### src/rtl/ddr_pkg.sv
// Shared types and pin encodings for the DDR4 command issuer.
// Command pin codes are ordered {cs_n, act_n, RAS_n, CAS_n, WE_n}.
package ddr_pkg;

    typedef enum logic [2:0] {
        CMD_WR  = 3'd0,
        CMD_RD  = 3'd1,
        CMD_PRE = 3'd2,
        CMD_REF = 3'd3,
        CMD_MRS = 3'd4
    } cmd_e;

    typedef enum logic [1:0] {
        IDLE_R = 2'd0,
        WR_R   = 2'd1,
        RD_R   = 2'd2
    } req_e;

    typedef enum logic [2:0] {
        ST_IDLE   = 3'd0,
        ST_ACT    = 3'd1,
        ST_TRCD_W = 3'd2,
        ST_CAS    = 3'd3,
        ST_LAT_W  = 3'd4,
        ST_WBURST = 3'd5,
        ST_HOLD   = 3'd6
    } state_e;

    // ACT carries row bit 14 on WE_n, so its LSB is replaced at issue time.
    localparam logic [4:0] PIN_ACT = 5'b00110;
    localparam logic [4:0] PIN_WR  = 5'b01100;
    localparam logic [4:0] PIN_RD  = 5'b01101;
    localparam logic [4:0] PIN_PRE = 5'b01010;
    localparam logic [4:0] PIN_REF = 5'b01001;
    localparam logic [4:0] PIN_MRS = 5'b01000;
    localparam logic [4:0] PIN_DES = 5'b11111;

    typedef struct packed {
        logic [2:0]  cmd;
        logic [1:0]  bg;
        logic [1:0]  ba;
        logic [14:0] row;
        logic [9:0]  col;
        logic        bc4;
        logic        pre_all;
        logic [63:0] wr_data;
    } req_t;

    function automatic logic [5:0] lat_load(input int unsigned p);
        return 6'(p - 32'd1);
    endfunction

endpackage

### src/rtl/ddr_cmd_issuer_chk.sv
// Simulation-only parameter range checks for the command issuer.
module ddr_cmd_issuer_chk #(
    parameter int unsigned TRCD = 4,
    parameter int unsigned CWL  = 9,
    parameter int unsigned CL   = 11,
    parameter int unsigned TRP  = 4,
    parameter int unsigned TRFC = 16,
    parameter int unsigned TMRD = 8
) (
    input logic clk,
    input logic rst_n
);

    // Timing counters are 6 bits wide and need at least one wait cycle.
    a_param_range: assert property (@(posedge clk) disable iff (!rst_n)
        (TRCD >= 2) && (CWL >= 2) && (CL >= 2) && (TRP >= 2) && (TRFC >= 2) && (TMRD >= 2) &&
        (TRCD <= 64) && (CWL <= 64) && (CL <= 64) && (TRP <= 64) && (TRFC <= 64) && (TMRD <= 64))
        else $error("ddr_cmd_issuer timing parameter out of range");

endmodule

### src/rtl/ddr_wr_serializer.sv
// Write-burst serializer: one idle-data preamble cycle with dq_oe high, then
// 8 (BL8) or 4 (BC4) byte beats; dqs is center-aligned from the falling edge.
module ddr_wr_serializer
    import ddr_pkg::*;
(
    input  logic        clk,
    input  logic        rst_n,
    input  logic        start,
    input  logic        bc4,
    input  logic [63:0] data,
    output logic [7:0]  dq,
    output logic        dq_oe,
    output logic        dqs_t,
    output logic        dqs_c
);

    logic [63:0] shift_q, shift_d;
    logic [3:0]  cnt_q, cnt_d;
    logic        pre_q, pre_d;
    logic        oe_q, oe_d;
    logic [7:0]  dq_q, dq_d;
    logic        dqs_t_q, dqs_t_d;
    logic        dqs_c_q, dqs_c_d;

    // Beat sequencing: cnt holds the beats remaining including the current one.
    always_comb begin
        shift_d = shift_q;
        cnt_d   = cnt_q;
        pre_d   = pre_q;
        oe_d    = oe_q;
        dq_d    = dq_q;
        if (start) begin
            shift_d = data;
            cnt_d   = bc4 ? 4'd4 : 4'd8;
            pre_d   = 1'b1;
            oe_d    = 1'b1;
            dq_d    = 8'd0;
        end else if (pre_q) begin
            pre_d   = 1'b0;
            dq_d    = shift_q[7:0];
            shift_d = {8'd0, shift_q[63:8]};
        end else if (oe_q) begin
            if (cnt_q == 4'd1) begin
                oe_d  = 1'b0;
                dq_d  = 8'd0;
                cnt_d = 4'd0;
            end else begin
                dq_d    = shift_q[7:0];
                shift_d = {8'd0, shift_q[63:8]};
                cnt_d   = cnt_q - 4'd1;
            end
        end else begin
            oe_d = 1'b0;
        end
    end

    // Even beats leave an even count remaining, so dqs_t is high mid even beats.
    always_comb begin
        dqs_t_d = oe_q & ~pre_q & ~cnt_q[0];
        dqs_c_d = ~dqs_t_d;
    end

    // Data path registers, launched on the rising edge.
    always_ff @(posedge clk or negedge rst_n) begin
        if (!rst_n) begin
            shift_q <= 64'd0;
            cnt_q   <= 4'd0;
            pre_q   <= 1'b0;
            oe_q    <= 1'b0;
            dq_q    <= 8'd0;
        end else begin
            shift_q <= shift_d;
            cnt_q   <= cnt_d;
            pre_q   <= pre_d;
            oe_q    <= oe_d;
            dq_q    <= dq_d;
        end
    end

    // Strobe registers, launched on the falling edge.
    always_ff @(negedge clk or negedge rst_n) begin
        if (!rst_n) begin
            dqs_t_q <= 1'b0;
            dqs_c_q <= 1'b1;
        end else begin
            dqs_t_q <= dqs_t_d;
            dqs_c_q <= dqs_c_d;
        end
    end

    assign dq    = dq_q;
    assign dq_oe = oe_q;
    assign dqs_t = dqs_t_q;
    assign dqs_c = dqs_c_q;

endmodule

### src/rtl/ddr_cmd_issuer.sv
// DDR4 command/address issuer: sequences one scheduler request at a time onto
// the command pins and drives write bursts through ddr_wr_serializer.
module ddr_cmd_issuer
    import ddr_pkg::*;
#(
    parameter int unsigned TRCD = 4,
    parameter int unsigned CWL  = 9,
    parameter int unsigned CL   = 11,
    parameter int unsigned TRP  = 4,
    parameter int unsigned TRFC = 16,
    parameter int unsigned TMRD = 8
) (
    input  logic        CK_t,
    input  logic        reset_n,
    input  logic        req_valid,
    output logic        req_ready,
    input  logic [2:0]  req_cmd,
    input  logic [1:0]  req_bg,
    input  logic [1:0]  req_ba,
    input  logic [14:0] req_row,
    input  logic [9:0]  req_col,
    input  logic        req_bc4,
    input  logic        req_pre_all,
    input  logic [63:0] req_wr_data,
    output logic        cs_n,
    output logic        act_n,
    output logic        RAS_n_A16,
    output logic        CAS_n_A15,
    output logic        WE_n_A14,
    output logic [1:0]  bg_addr,
    output logic [1:0]  ba_addr,
    output logic        A13,
    output logic        A12_BC_n,
    output logic        A11,
    output logic        A10_AP,
    output logic [9:0]  A9_A0,
    output logic [7:0]  dq,
    output logic        dq_oe,
    output logic        dqs_t,
    output logic        dqs_c,
    output logic [1:0]  dimm_req,
    output logic        rd_rdy
);

    state_e      state_q, state_d;
    logic [5:0]  cnt_q, cnt_d;
    req_t        req_q, req_d;
    logic [4:0]  pins_q, pins_d;
    logic [1:0]  bg_q, bg_d, ba_q, ba_d;
    logic [13:0] addr_q, addr_d;
    logic        ready_q, ready_d;
    logic        rd_rdy_q, rd_rdy_d;
    req_e        dimm_q, dimm_d;
    logic        ser_start_s;

    // Next-state, wait counter and request capture.
    always_comb begin
        state_d = state_q;
        cnt_d   = cnt_q;
        req_d   = req_q;
        case (state_q)
            ST_IDLE: begin
                if (req_valid && ready_q) begin
                    state_d = ST_ACT;
                    req_d   = '{cmd: req_cmd, bg: req_bg, ba: req_ba, row: req_row, col: req_col,
                                bc4: req_bc4, pre_all: req_pre_all, wr_data: req_wr_data};
                end else begin
                    state_d = ST_IDLE;
                end
            end
            ST_ACT: begin
                case (req_q.cmd)
                    CMD_WR, CMD_RD: begin state_d = ST_TRCD_W; cnt_d = lat_load(TRCD); end
                    CMD_PRE:        begin state_d = ST_HOLD;   cnt_d = lat_load(TRP);  end
                    CMD_REF:        begin state_d = ST_HOLD;   cnt_d = lat_load(TRFC); end
                    CMD_MRS:        begin state_d = ST_HOLD;   cnt_d = lat_load(TMRD); end
                    default:        state_d = ST_IDLE;
                endcase
            end
            ST_TRCD_W: begin
                if (cnt_q == 6'd1) begin
                    state_d = ST_CAS;
                end else begin
                    cnt_d = cnt_q - 6'd1;
                end
            end
            ST_CAS: begin
                state_d = ST_LAT_W;
                cnt_d   = (req_q.cmd == CMD_WR) ? lat_load(CWL) : lat_load(CL);
            end
            ST_LAT_W: begin
                if (cnt_q != 6'd1) begin
                    cnt_d = cnt_q - 6'd1;
                end else if (req_q.cmd == CMD_WR) begin
                    state_d = ST_WBURST;
                    cnt_d   = req_q.bc4 ? 6'd4 : 6'd8;
                end else begin
                    // One HOLD cycle carries the rd_rdy pulse.
                    state_d = ST_HOLD;
                    cnt_d   = 6'd1;
                end
            end
            ST_WBURST, ST_HOLD: begin
                if (cnt_q == 6'd1) begin
                    state_d = ST_IDLE;
                end else begin
                    cnt_d = cnt_q - 6'd1;
                end
            end
            default: state_d = ST_IDLE;
        endcase
    end

    // Outputs are decoded from the next state so every pin leaves a flop.
    always_comb begin
        pins_d      = PIN_DES;
        bg_d        = 2'd0;
        ba_d        = 2'd0;
        addr_d      = 14'd0;
        ready_d     = (state_d == ST_IDLE);
        rd_rdy_d    = (state_d == ST_HOLD) && (req_d.cmd == CMD_RD);
        dimm_d      = IDLE_R;
        ser_start_s = (state_d == ST_LAT_W) && (cnt_d == 6'd1) && (req_d.cmd == CMD_WR);
        case (state_d)
            ST_ACT: begin
                case (req_d.cmd)
                    CMD_WR, CMD_RD: begin
                        pins_d = {PIN_ACT[4:1], req_d.row[14]};
                        addr_d = req_d.row[13:0];
                        bg_d   = req_d.bg;
                        ba_d   = req_d.ba;
                    end
                    CMD_PRE: begin
                        pins_d     = PIN_PRE;
                        addr_d[10] = req_d.pre_all;
                        bg_d       = req_d.bg;
                        ba_d       = req_d.ba;
                    end
                    CMD_REF: pins_d = PIN_REF;
                    CMD_MRS: begin
                        pins_d = PIN_MRS;
                        addr_d = req_d.row[13:0];
                        bg_d   = req_d.bg;
                        ba_d   = req_d.ba;
                    end
                    default: pins_d = PIN_DES;
                endcase
            end
            ST_CAS: begin
                pins_d       = (req_d.cmd == CMD_WR) ? PIN_WR : PIN_RD;
                addr_d[9:0]  = req_d.col;
                addr_d[12]   = ~req_d.bc4;
                bg_d         = req_d.bg;
                ba_d         = req_d.ba;
            end
            default: pins_d = PIN_DES;
        endcase
        if (state_d != ST_IDLE) begin
            case (req_d.cmd)
                CMD_WR:  dimm_d = WR_R;
                CMD_RD:  dimm_d = RD_R;
                default: dimm_d = IDLE_R;
            endcase
        end else begin
            dimm_d = IDLE_R;
        end
    end

    // State and output registers.
    always_ff @(posedge CK_t or negedge reset_n) begin
        if (!reset_n) begin
            state_q  <= ST_IDLE;
            cnt_q    <= 6'd0;
            req_q    <= '0;
            pins_q   <= PIN_DES;
            bg_q     <= 2'd0;
            ba_q     <= 2'd0;
            addr_q   <= 14'd0;
            ready_q  <= 1'b1;
            rd_rdy_q <= 1'b0;
            dimm_q   <= IDLE_R;
        end else begin
            state_q  <= state_d;
            cnt_q    <= cnt_d;
            req_q    <= req_d;
            pins_q   <= pins_d;
            bg_q     <= bg_d;
            ba_q     <= ba_d;
            addr_q   <= addr_d;
            ready_q  <= ready_d;
            rd_rdy_q <= rd_rdy_d;
            dimm_q   <= dimm_d;
        end
    end

    ddr_wr_serializer u_ser (
        .clk   (CK_t),
        .rst_n (reset_n),
        .start (ser_start_s),
        .bc4   (req_q.bc4),
        .data  (req_q.wr_data),
        .dq    (dq),
        .dq_oe (dq_oe),
        .dqs_t (dqs_t),
        .dqs_c (dqs_c)
    );

    ddr_cmd_issuer_chk #(
        .TRCD(TRCD), .CWL(CWL), .CL(CL), .TRP(TRP), .TRFC(TRFC), .TMRD(TMRD)
    ) u_chk (
        .clk   (CK_t),
        .rst_n (reset_n)
    );

    assign {cs_n, act_n, RAS_n_A16, CAS_n_A15, WE_n_A14} = pins_q;
    assign {A13, A12_BC_n, A11, A10_AP, A9_A0}           = addr_q;
    assign bg_addr   = bg_q;
    assign ba_addr   = ba_q;
    assign req_ready = ready_q;
    assign rd_rdy    = rd_rdy_q;
    assign dimm_req  = dimm_q;

endmodule

### config.mk
export PLATFORM = sky130hd
export DESIGN_NAME = ddr_cmd_issuer
export DESIGN_NICKNAME = d
export VERILOG_FILES = /design/src/rtl/ddr_pkg.sv /design/src/rtl/ddr_cmd_issuer_chk.sv /design/src/rtl/ddr_wr_serializer.sv /design/src/rtl/ddr_cmd_issuer.sv
export SDC_FILE = /design/constraint.sdc
export NUM_CORES = 1
export LEC_CHECK = 0
export ABC_AREA = 1
export CAP_MARGIN = 20
export CORE_AREA = 2 2 175 177
export DETAILED_ROUTE_END_ITERATION = 8
export DIE_AREA = 0 0 177 179
export HOLD_SLACK_MARGIN = 0.08
export PLACE_DENSITY = 0.57
export REMOVE_ABC_BUFFERS = 1
export SKIP_CTS_REPAIR_TIMING = 1
export SYNTH_ARGS = -nofsm -noshare
export SYNTH_HDL_FRONTEND = slang
export SYNTH_HIERARCHICAL = 1
export SYNTH_SLANG_ARGS = --single-unit
### constraint.sdc
create_clock -name CK_t -period 3.3 [get_ports CK_t]
set_input_delay 0.66 -clock CK_t [delete_from_list [all_inputs] [get_ports CK_t]]
set_output_delay 0.66 -clock CK_t [all_outputs]
set_load 0.01 [all_outputs]
==> results of run 1 <==
[power by group through the flow]
stage	clock network, mW	logic, mW	registers, mW
2_1_floorplan	0.00379	1.41	3.61
3_3_place_gp	0.00379	2.07	3.70
3_5_place_dp	0.00379	2.11	3.71
4_1_cts	2.78	2.12	3.67
5_1_grt	2.89	2.44	3.75
6_report	2.69	2.10	3.67
[stage by stage]
| stage | power [mW] | TNS (ns) | setup slack (ns) |
|---|---|---|---|
| 2_1_floorplan | 5.02 | -242.67 | -3.32 |
| 3_3_place_gp | 5.78 | -0.0234 | -0.0234 |
| 3_5_place_dp | 5.82 | -0.0248 | -0.0248 |
| 4_1_cts | 8.58 | -1.08 | -0.624 |
| 5_1_grt | 9.08 | -0.299 | -0.240 |
| 6_report | 8.46 | -0.202 | -0.179 |
[worst min-delay path by stage]
stage / slack, ns / end
final: 0.47 / u_ser/shift_q[61]$_DFFE_PN0P_
after global routing: 0.49 / u_ser/shift_q[52]$_DFFE_PN0P_
after CTS: -0.008 / req_q[17]$_DFFE_PN0P_
after detailed placement: 0.46 / u_ser/shift_q[26]$_DFFE_PN0P_
after global placement: 0.45 / u_ser/shift_q[20]$_DFFE_PN0P_
after floorplan: 0.36 / addr_q[0]$_DFF_PN0_
[kinds of logic after synthesis]
group / count (synthesis) / synth area share (%)
and+or+nand+nor: 832 / 35.6
DFF: 214 / 55.4
AOI/OAI and AO/OA: 35 / 1.99
buffers and inverters: 123 / 6.41
xor gates and xnor gates: 1 / 0.0904
adders and majority gates: 4 / 0.517
[metal layers]
layer	part of all wire (%)	vias to the layer above
li1	-	3984
met1	47	3654
met2	44	180
met3	7.5	30
met4	1.9	2
met5	0.050	-
[Yosys cell counts]
cell / count
dfstp_2: 7
or2_1: 2
nand4_1: 14
inv_2: 7
nand2_1: 647
dfrtn_1: 1
o21ai_2: 3
nand3_2: 1
ha_1: 4
nor2_4: 4
nand3_4: 1
nand2_2: 3
inv_1: 58
nand2_4: 6
o22ai_1: 1
buf_6: 8
buf_2: 20
xor2_1: 1
nor3_1: 1
and2_1: 12
or2_0: 2
buf_8: 1
buf_4: 16
nor2_2: 1
nor2_1: 31
dfrtp_1: 206
a21oi_1: 5
o21ai_0: 24
o211ai_1: 2
inv_4: 1
nand3b_1: 2
nor3_2: 2
clkbuf_1: 12
nand3_1: 103
[sequential cells by signal, indices dropped and copies added, names as in the netlist, 2 cells and up]
register,cells
req_q,98
u_ser/shift_q,64
addr_q,14
u_ser/dq,8
cnt_q,6
pins_q,5
u_ser/cnt_q,4
state_q,3
ba_addr,2
bg_addr,2
dimm_req,2
[area by class of cell]
cell class,count,share of cell area [%]
Sequential cell,214,43.9
Clock inverter,7,0.492
Antenna cell,2,0.0410
Timing Repair Buffer,156,13.0
Multi-Input combinational cell,872,30.4
Inverter,65,2.04
Tap cell,396,4.06
Clock buffer,37,6.07
[cells in the final DEF (no fill, tap or decap), types with 3 or more instances in the layout]
cell type / instances
a21oi_1: 5
and2_1: 12
buf_12: 5
buf_4: 12
clkbuf_1: 5
clkbuf_16: 25
clkbuf_8: 7
clkdlybuf4s50_1: 135
clkinv_2: 3
dfrtp_1: 206
dfstp_2: 7
ha_1: 4
inv_1: 58
inv_2: 6
nand2_1: 647
nand2_2: 3
nand2_4: 6
nand3_1: 103
nand4_1: 14
nor2_1: 30
nor2_4: 5
o21ai_0: 24
o21ai_2: 3
==> run metrics, run 1 <==
status=complete, but fails checks; failing checks=negative setup slack; Net Switching=2.77 mW; measured slew at the worst slew-check pin=0.969 ns; dpl cells=1703; largest net degree at the start of global routing=113; Clk pwr share=31.8%; Worst Path Arrival=2.82 ns; reg2reg end=u_ser/cnt_q[3]$_DFFE_PN0P_; combinational share of power=24.8%; Post-Syn Instances=1209; share of the synthesized area in the top cell type=53.2%; Pint=5.69 mW; leakage=6.42 nW; first-pass GRT wire length=39500 µm; met1 usage=20.5%; CP max stage cell=dfstp_2; Worst path top cell family by delay=flip-flops; post-synth cell types=34; die height=179 µm; clock root cell=clkbuf_16; FF-to-FF path depth=16; Die ar.=0.0317 mm²; area leader, netlist=dfrtp_1; reg2reg setup slack=0.53 ns; FF-to-FF Start=cnt_q[1]$_DFF_PN0_; Setup violations, final=2; Clock Skews=0.0508 ns; clock-pin slew on the worst setup and hold paths=0.05 ns; Initial Util=32.3%; Antenna Nets Post-Route=0; Die Width=177 µm; Starting DRT DRC Count=538; Hold Worst Slack=0.468 ns; Core Rows=64; Avg Cell Area, Syn=8.01 µm²; I/O pin count=139; gr ovfl total=0; fill count=3084; CTS tree=yes; layout net count=1440; Layout area overhead=26.0%; #FFs+latches synth=214; Yosys warning count=6; leading post-synthesis cells by cell area=dfrtp_1 (53%), nand2_1 (25%), nand3_1 (5.3%); hold crit path type=reg2reg; sw frac=32.8%; PwrDens=693 mW/mm²; crit path to=dqs_c; DRC errors left=0; vias=7850; M2 GR Usage=24.7%; Post-Route WL=23800 µm; Top Usage Layer GRT=met2; CP bufs+invs=1; RSZ-0062 raised after global routing=true; critical path startpoint=u_ser/dqs_c$_DFF_NN1_; clock sink count=214; final cell count without fillers=1749; routing usage on met3=4.35%; core area=0.0300 mm²; fraction of layout cells with a size suffix above 1=6.96%; multi-input logic area=0.00371 mm²; Crit Path Class=reg2out; Final Wtd Congestion=0.799; CTS buffer count=25; HPWL after DPL=14700 µm; final hold violation count=0; maximum vdd drop=0.000462 V; Longest Clk Path Bufs=3; utilization after layout=40.7%; vias in the first global route=7767; GRT Util Overall=15.3%; cell area after layout=0.0122 mm²; antenna violations before repair=4; Cell Area, Placed=0.0114 mm²; CP Cell Sequence=buf_6; hold path depth=2; crit start category=flop; PortBufs=138; WP depth=1; H-tree Lvls=1; sequential share of the synthesized area=55.4%; hold_sp=u_ser/shift_q[61]$_DFFE_PN0P_; Reg area=0.00536 mm²; slowest stage delay, CP=0.51 ns; relative max-transition margin=35.4%; CP Capture Type=output pin; Skew-Pair Late Insertion Delay=0.57 ns; Via density=4.49; max-slew violation count=0; CP required=2.64 ns; max-cap check violation count=0; final worst slack=-0.179 ns; Post-Syn Area=0.00969 mm²; Reg power frac=43.4%; DR WL/cell=13.6 µm; crit-path max FO=1; drt first pass iters=6
Power figures use the tool's default switching activity.
==> inputs of run 2 (changes only) <==
--- a/config.mk
+++ b/config.mk
@@ -6,12 +6,13 @@
 export NUM_CORES = 1
 export LEC_CHECK = 0
 export ABC_AREA = 1
+export ABC_CLOCK_PERIOD_IN_PS = 3300
 export CAP_MARGIN = 20
-export CORE_AREA = 2 2 175 177
+export CORE_AREA = 2 2 143 145
 export DETAILED_ROUTE_END_ITERATION = 8
-export DIE_AREA = 0 0 177 179
+export DIE_AREA = 0 0 145 147
 export HOLD_SLACK_MARGIN = 0.08
-export PLACE_DENSITY = 0.57
+export PLACE_DENSITY = 0.78
 export REMOVE_ABC_BUFFERS = 1
 export SKIP_CTS_REPAIR_TIMING = 1
 export SYNTH_ARGS = -nofsm -noshare
==> run 2 against run 1 <==
  * The run still ends with negative setup slack left
  * First-iteration DRC count increased by 22%
  * Cell count decreased by 7.1%
  * Critical path depth stayed put
  * Wire length is 7.1% lower
  * Die area shrank 33%
  * Sequential share of layout area grew 0.24 points
  * Sequential power about the same
  * Register-to-register slack got worse by 0.20 ns
  * Clock-buffer cell count down 3
  * Flip-flop and latch count unchanged
  * Worst hold slack better by 0.0025 ns
  * Critical path type unchanged
  * Highest routed layer is now met4
==> run metrics, run 2 (synthesis gave the netlist of run 1 again) <==
status=complete, but fails checks; failing checks=negative setup slack; combinational share of power=24.4%; max reg flops=98; max-cap check violation count=0; final worst slack=-0.172 ns; antenna violations before repair=1; Worst Path Arrival=2.81 ns; FF-to-FF path depth=16; Pint=5.91 mW; clock sink count=214; largest net degree at the start of global routing=113; core area=0.0198 mm²; Longest Clk Path Bufs=3; commonest cells after routing, fill and taps aside=nand2_1 (647), dfrtp_1 (206), clkdlybuf4s50_1 (135); DR WL/cell=13.6 µm; sw frac=31.9%; Post-Route WL=22100 µm; crit path to=dqs_c; Setup violations, final=2; die height=147 µm; Cell Area, Placed=0.0112 mm²; Die Width=145 µm; largest registers=req_q (98), u_ser/shift_q (64), addr_q (14); Antenna Nets Post-Route=0; Clk pwr share=33.2%; Final Wtd Congestion=0.857; Clock Skews=0.0519 ns; hold crit path type=reg2reg; CP max stage cell=dfstp_2; GRT Util Overall=21.1%; Crit Path Class=reg2out; DRC errors left=0; CP Capture Type=output pin; Largest Register=req_q; vias in the first global route=7768; gr ovfl total=0; layout net count=1444; first-pass GRT wire length=38000 µm; fraction of layout cells with a size suffix above 1=7.46%; CP required=2.64 ns; Skew-Pair Late Insertion Delay=0.56 ns; Initial Util=48.8%; critical path startpoint=u_ser/dqs_c$_DFF_NN1_; slowest stage delay, CP=0.51 ns; PwrDens=715 mW/mm²; RSZ-0062 raised after global routing=true; reg2reg end=u_ser/shift_q[8]$_DFFE_PN0P_; PortBufs=138; CTS buffer count=24; final cell count without fillers=1625; H-tree Lvls=1; utilization after layout=61.2%; Via density=4.90; HPWL after DPL=14000 µm; CP Cell Sequence=buf_6; Core Rows=52; cell area after layout=0.0121 mm²; Layout area overhead=25.3%; final hold violation count=0; max-slew violation count=0; Starting DRT DRC Count=654; reg2reg setup slack=0.33 ns; dpl cells=1581; drt first pass iters=5; setup TNS=-0.188 ns; clock root cell=clkbuf_16; FF-to-FF Start=cnt_q[1]$_DFF_PN0_; Net Switching=2.77 mW; WP depth=1; Reg power frac=42.4%; vias=7957; maximum vdd drop=0.000428 V; relative max-transition margin=39.8%; clock-pin slew on the worst setup and hold paths=0.06 ns; crit start category=flop; I/O pin count=139; commonest non-fill, non-tap cell in the layout=nand2_1; crit-path max FO=1; Die ar.=0.0213 mm²; CP bufs+invs=1; Worst path top cell family by delay=flip-flops; fill count=1724; leakage=6.47 nW; CTS tree=yes; measured slew at the worst slew-check pin=0.903 ns
run 2: cell types whose count changed in the layout (fill, tap and decap cells not counted), sizes merged, moves of 3 or more:
cell    previous run  this run
clkinv             4         0
clkbuf            37        34
buf               20        25
bufinv             1         4
run 2: area by class of cell:
type	count	area (µm²)	share of cell area, %
Inverter	65	249	2.05
Tap cell	270	338	2.78
Sequential cell	214	5360	44.2
Clock buffer	34	729	6.01
Clock inverter	8	145	1.20
Multi-Input combinational cell	872	3710	30.6
Timing Repair Buffer	161	1600	13.2
Antenna cell	1	2.50	0.0206
run 2: stage by stage:
stage / hold WS, ns / power, mW / worst slack [ns]
after global placement: 0.454 / 5.73 / -0.0297
after detailed placement: 0.458 / 5.80 / -0.0268
after global routing: 0.488 / 9.23 / -0.207
final: 0.471 / 8.68 / -0.172
after CTS: 0.0379 / 8.73 / -0.613
after floorplan: 0.364 / 5.02 / -3.32
run 2: power groups by stage:
stage                     logic, mW  registers (mW)  clock network [mW]
after detailed placement       2.09            3.71             0.00379
after global placement         2.03            3.69             0.00379
final                          2.11            3.68                2.89
after global routing           2.41            3.76                3.05
after CTS                      2.12            3.68                2.94
after floorplan                1.41            3.61             0.00379
run 2: layer usage:
metal	part of all wire, %	up-vias	global-route usage [%]
li1	-	3999	-
met1	46	3719	29.4
met2	45	217	33.2
met3	8.2	22	6.30
met4	1.0	0	4.41
met5	0	-	0
run 2: worst min-delay path by stage:
| stage | startpoint | to | slack, ns | cells past startpoint |
|---|---|---|---|---|
| floorplan | reset_n | addr_q[0]$_DFF_PN0_ | 0.36 | 0 |
| global placement | u_ser/shift_q[36]$_DFFE_PN0P_ | u_ser/shift_q[36]$_DFFE_PN0P_ | 0.45 | 2 |
| detailed placement | u_ser/shift_q[39]$_DFFE_PN0P_ | u_ser/shift_q[39]$_DFFE_PN0P_ | 0.46 | 2 |
| CTS | reset_n | req_q[4]$_DFFE_PN0P_ | 0.04 | 1 |
| global route | u_ser/shift_q[41]$_DFFE_PN0P_ | u_ser/shift_q[41]$_DFFE_PN0P_ | 0.49 | 2 |
| finish | u_ser/shift_q[39]$_DFFE_PN0P_ | u_ser/shift_q[39]$_DFFE_PN0P_ | 0.47 | 2 |
==> inputs of run 3 (changes only) <==
--- a/config.mk
+++ b/config.mk
@@ -12,7 +12,7 @@
 export DETAILED_ROUTE_END_ITERATION = 8
 export DIE_AREA = 0 0 145 147
 export HOLD_SLACK_MARGIN = 0.08
-export PLACE_DENSITY = 0.78
+export PLACE_DENSITY_LB_ADDON = 0.12
 export REMOVE_ABC_BUFFERS = 1
 export SKIP_CTS_REPAIR_TIMING = 1
 export SYNTH_ARGS = -nofsm -noshare
==> constraint.sdc (replaced) <==
create_clock -name CK_t -period 3.3 [get_ports CK_t]
set_input_delay 0.99 -clock CK_t [delete_from_list [all_inputs] [get_ports CK_t]]
set_output_delay 0.99 -clock CK_t [all_outputs]
set_load 0.01 [all_outputs]
==> run 3 against run 2 <==
  * The run still ends with negative setup slack left
  * Worst setup slack worse by 0.34 ns
  * Global-route usage is 0.27 points lower
  * Via count is 0.28% lower
  * Clock power is 7% lower
  * Cell count is 1.0% higher
  * Clock-buffer cell count is 5 higher
  * Critical path type unchanged
  * Critical endpoint unchanged
==> run metrics, run 3 (synthesis gave the netlist of run 1 again) <==
CTS buffer count=24; HPWL after DPL=14000 µm; hold crit path type=reg2reg; Post-Route WL=21700 µm; slowest stage delay, CP=0.52 ns; core area=0.0198 mm²; max reg flops=98; Worst path top cell family by delay=flip-flops; CTS tree=yes; Die Width=145 µm; Clk pwr share=31.4%; Crit Path Class=reg2out; Worst Path Arrival=2.82 ns; antenna violations before repair=0; H-tree Lvls=1; maximum vdd drop=0.000487 V; utilization after layout=61.7%; first-pass GRT wire length=37100 µm; combinational share of power=26.0%; CP Capture Type=output pin; PwrDens=702 mW/mm²; failing checks=negative setup slack; RSZ-0062 raised after global routing=true; Setup violations, final=2; commonest cells after routing, fill and taps aside=nand2_1 (647), dfrtp_1 (206), clkdlybuf4s50_1 (135); gr ovfl total=0; crit start category=flop; final worst slack=-0.512 ns; Largest Register=req_q; vias=7935; crit-path max FO=1; final cell count without fillers=1642; drt first pass iters=4; PortBufs=138; Total Power=8.59 mW; max-cap check violation count=0; Longest Clk Path Bufs=3; DR WL/cell=13.2 µm; Final Wtd Congestion=0.834; Hold Worst Slack=0.467 ns; Pint=5.81 mW; CP required=2.31 ns; diode count=0; sw frac=32.4%; Net Switching=2.78 mW; layout net count=1459; clock-pin slew on the worst setup and hold paths=0.06 ns; fraction of layout cells with a size suffix above 1=8.53%; Core Rows=52; Die ar.=0.0213 mm²; max-slew violation count=0; setup TNS=-0.861 ns; CP Cell Sequence=buf_6; Layout area overhead=26.3%; die height=147 µm; CP max stage cell=dfstp_2; leakage=6.54 nW; Clock Skews=0.0623 ns; Reg power frac=42.6%; Initial Util=48.8%; clock sink count=214; Starting DRT DRC Count=442; commonest non-fill, non-tap cell in the layout=nand2_1; Via density=4.83; vias in the first global route=7643; relative max-transition margin=49.1%; largest registers=req_q (98), u_ser/shift_q (64), addr_q (14); status=complete, but fails checks; GRT Util Overall=20.9%; largest net degree at the start of global routing=113; clock root cell=clkbuf_16; Antenna Nets Post-Route=0; CP bufs+invs=1; measured slew at the worst slew-check pin=0.763 ns; I/O pin count=139; DRC errors left=0; Skew-Pair Late Insertion Delay=0.56 ns; dpl cells=1598; final hold violation count=0
[run 3: layer usage]
metal	routed length (µm)	track usage, %
met3	1730	6.06
met4	314	4.41
met2	10000	33.8
met1	9670	28.2
met5	0	0
[run 3: path summary, 6_finish.rpt]
check | start | endpoint | slack, ns | depth (start not counted)
setup / recovery | u_ser/dqs_c$_DFF_NN1_ | dqs_c | -0.51 | 1
max in group asynchronous | reset_n | u_ser/dqs_c$_DFF_NN1_ | 1.28 | 1
setup reg to reg | cnt_q[1]$_DFF_PN0_ | u_ser/shift_q[27]$_DFFE_PN0P_ | 0.47 | 17
hold reg to reg | u_ser/shift_q[33]$_DFFE_PN0P_ | u_ser/shift_q[33]$_DFFE_PN0P_ | 0.47 | 2
hold / removal | u_ser/shift_q[33]$_DFFE_PN0P_ | u_ser/shift_q[33]$_DFFE_PN0P_ | 0.47 | 2
min in group asynchronous | reset_n | req_q[20]$_DFFE_PN0P_ | 0.51 | 2
[run 3: through the flow]
step | setup slack [ns] | instance area, µm²
2_1_floorplan | -3.65 | 9320
3_3_place_gp | -0.356 | 11400
3_5_place_dp | -0.359 | 11400
4_1_cts | -0.949 | 12200
5_1_grt | -0.550 | 12200
6_report | -0.512 | 12200
[run 3: power groups by stage]
stage / combinational, mW / sequential (mW) / clock, mW
after detailed placement: 2.23 / 3.70 / 0.00379
after floorplan: 1.41 / 3.61 / 0.00379
after CTS: 2.25 / 3.67 / 2.76
after global routing: 2.55 / 3.74 / 2.88
after global placement: 2.18 / 3.69 / 0.00379
final: 2.23 / 3.66 / 2.70
[run 3: layout make-up]
cell class	instances	area [µm²]
clock inverter	6	65.1
multi-input combinational	872	3710
inverter	65	249
clock buffer	39	757
sequential	214	5360
timing repair buffer	176	1760
fill	1781	7600
tap	270	338
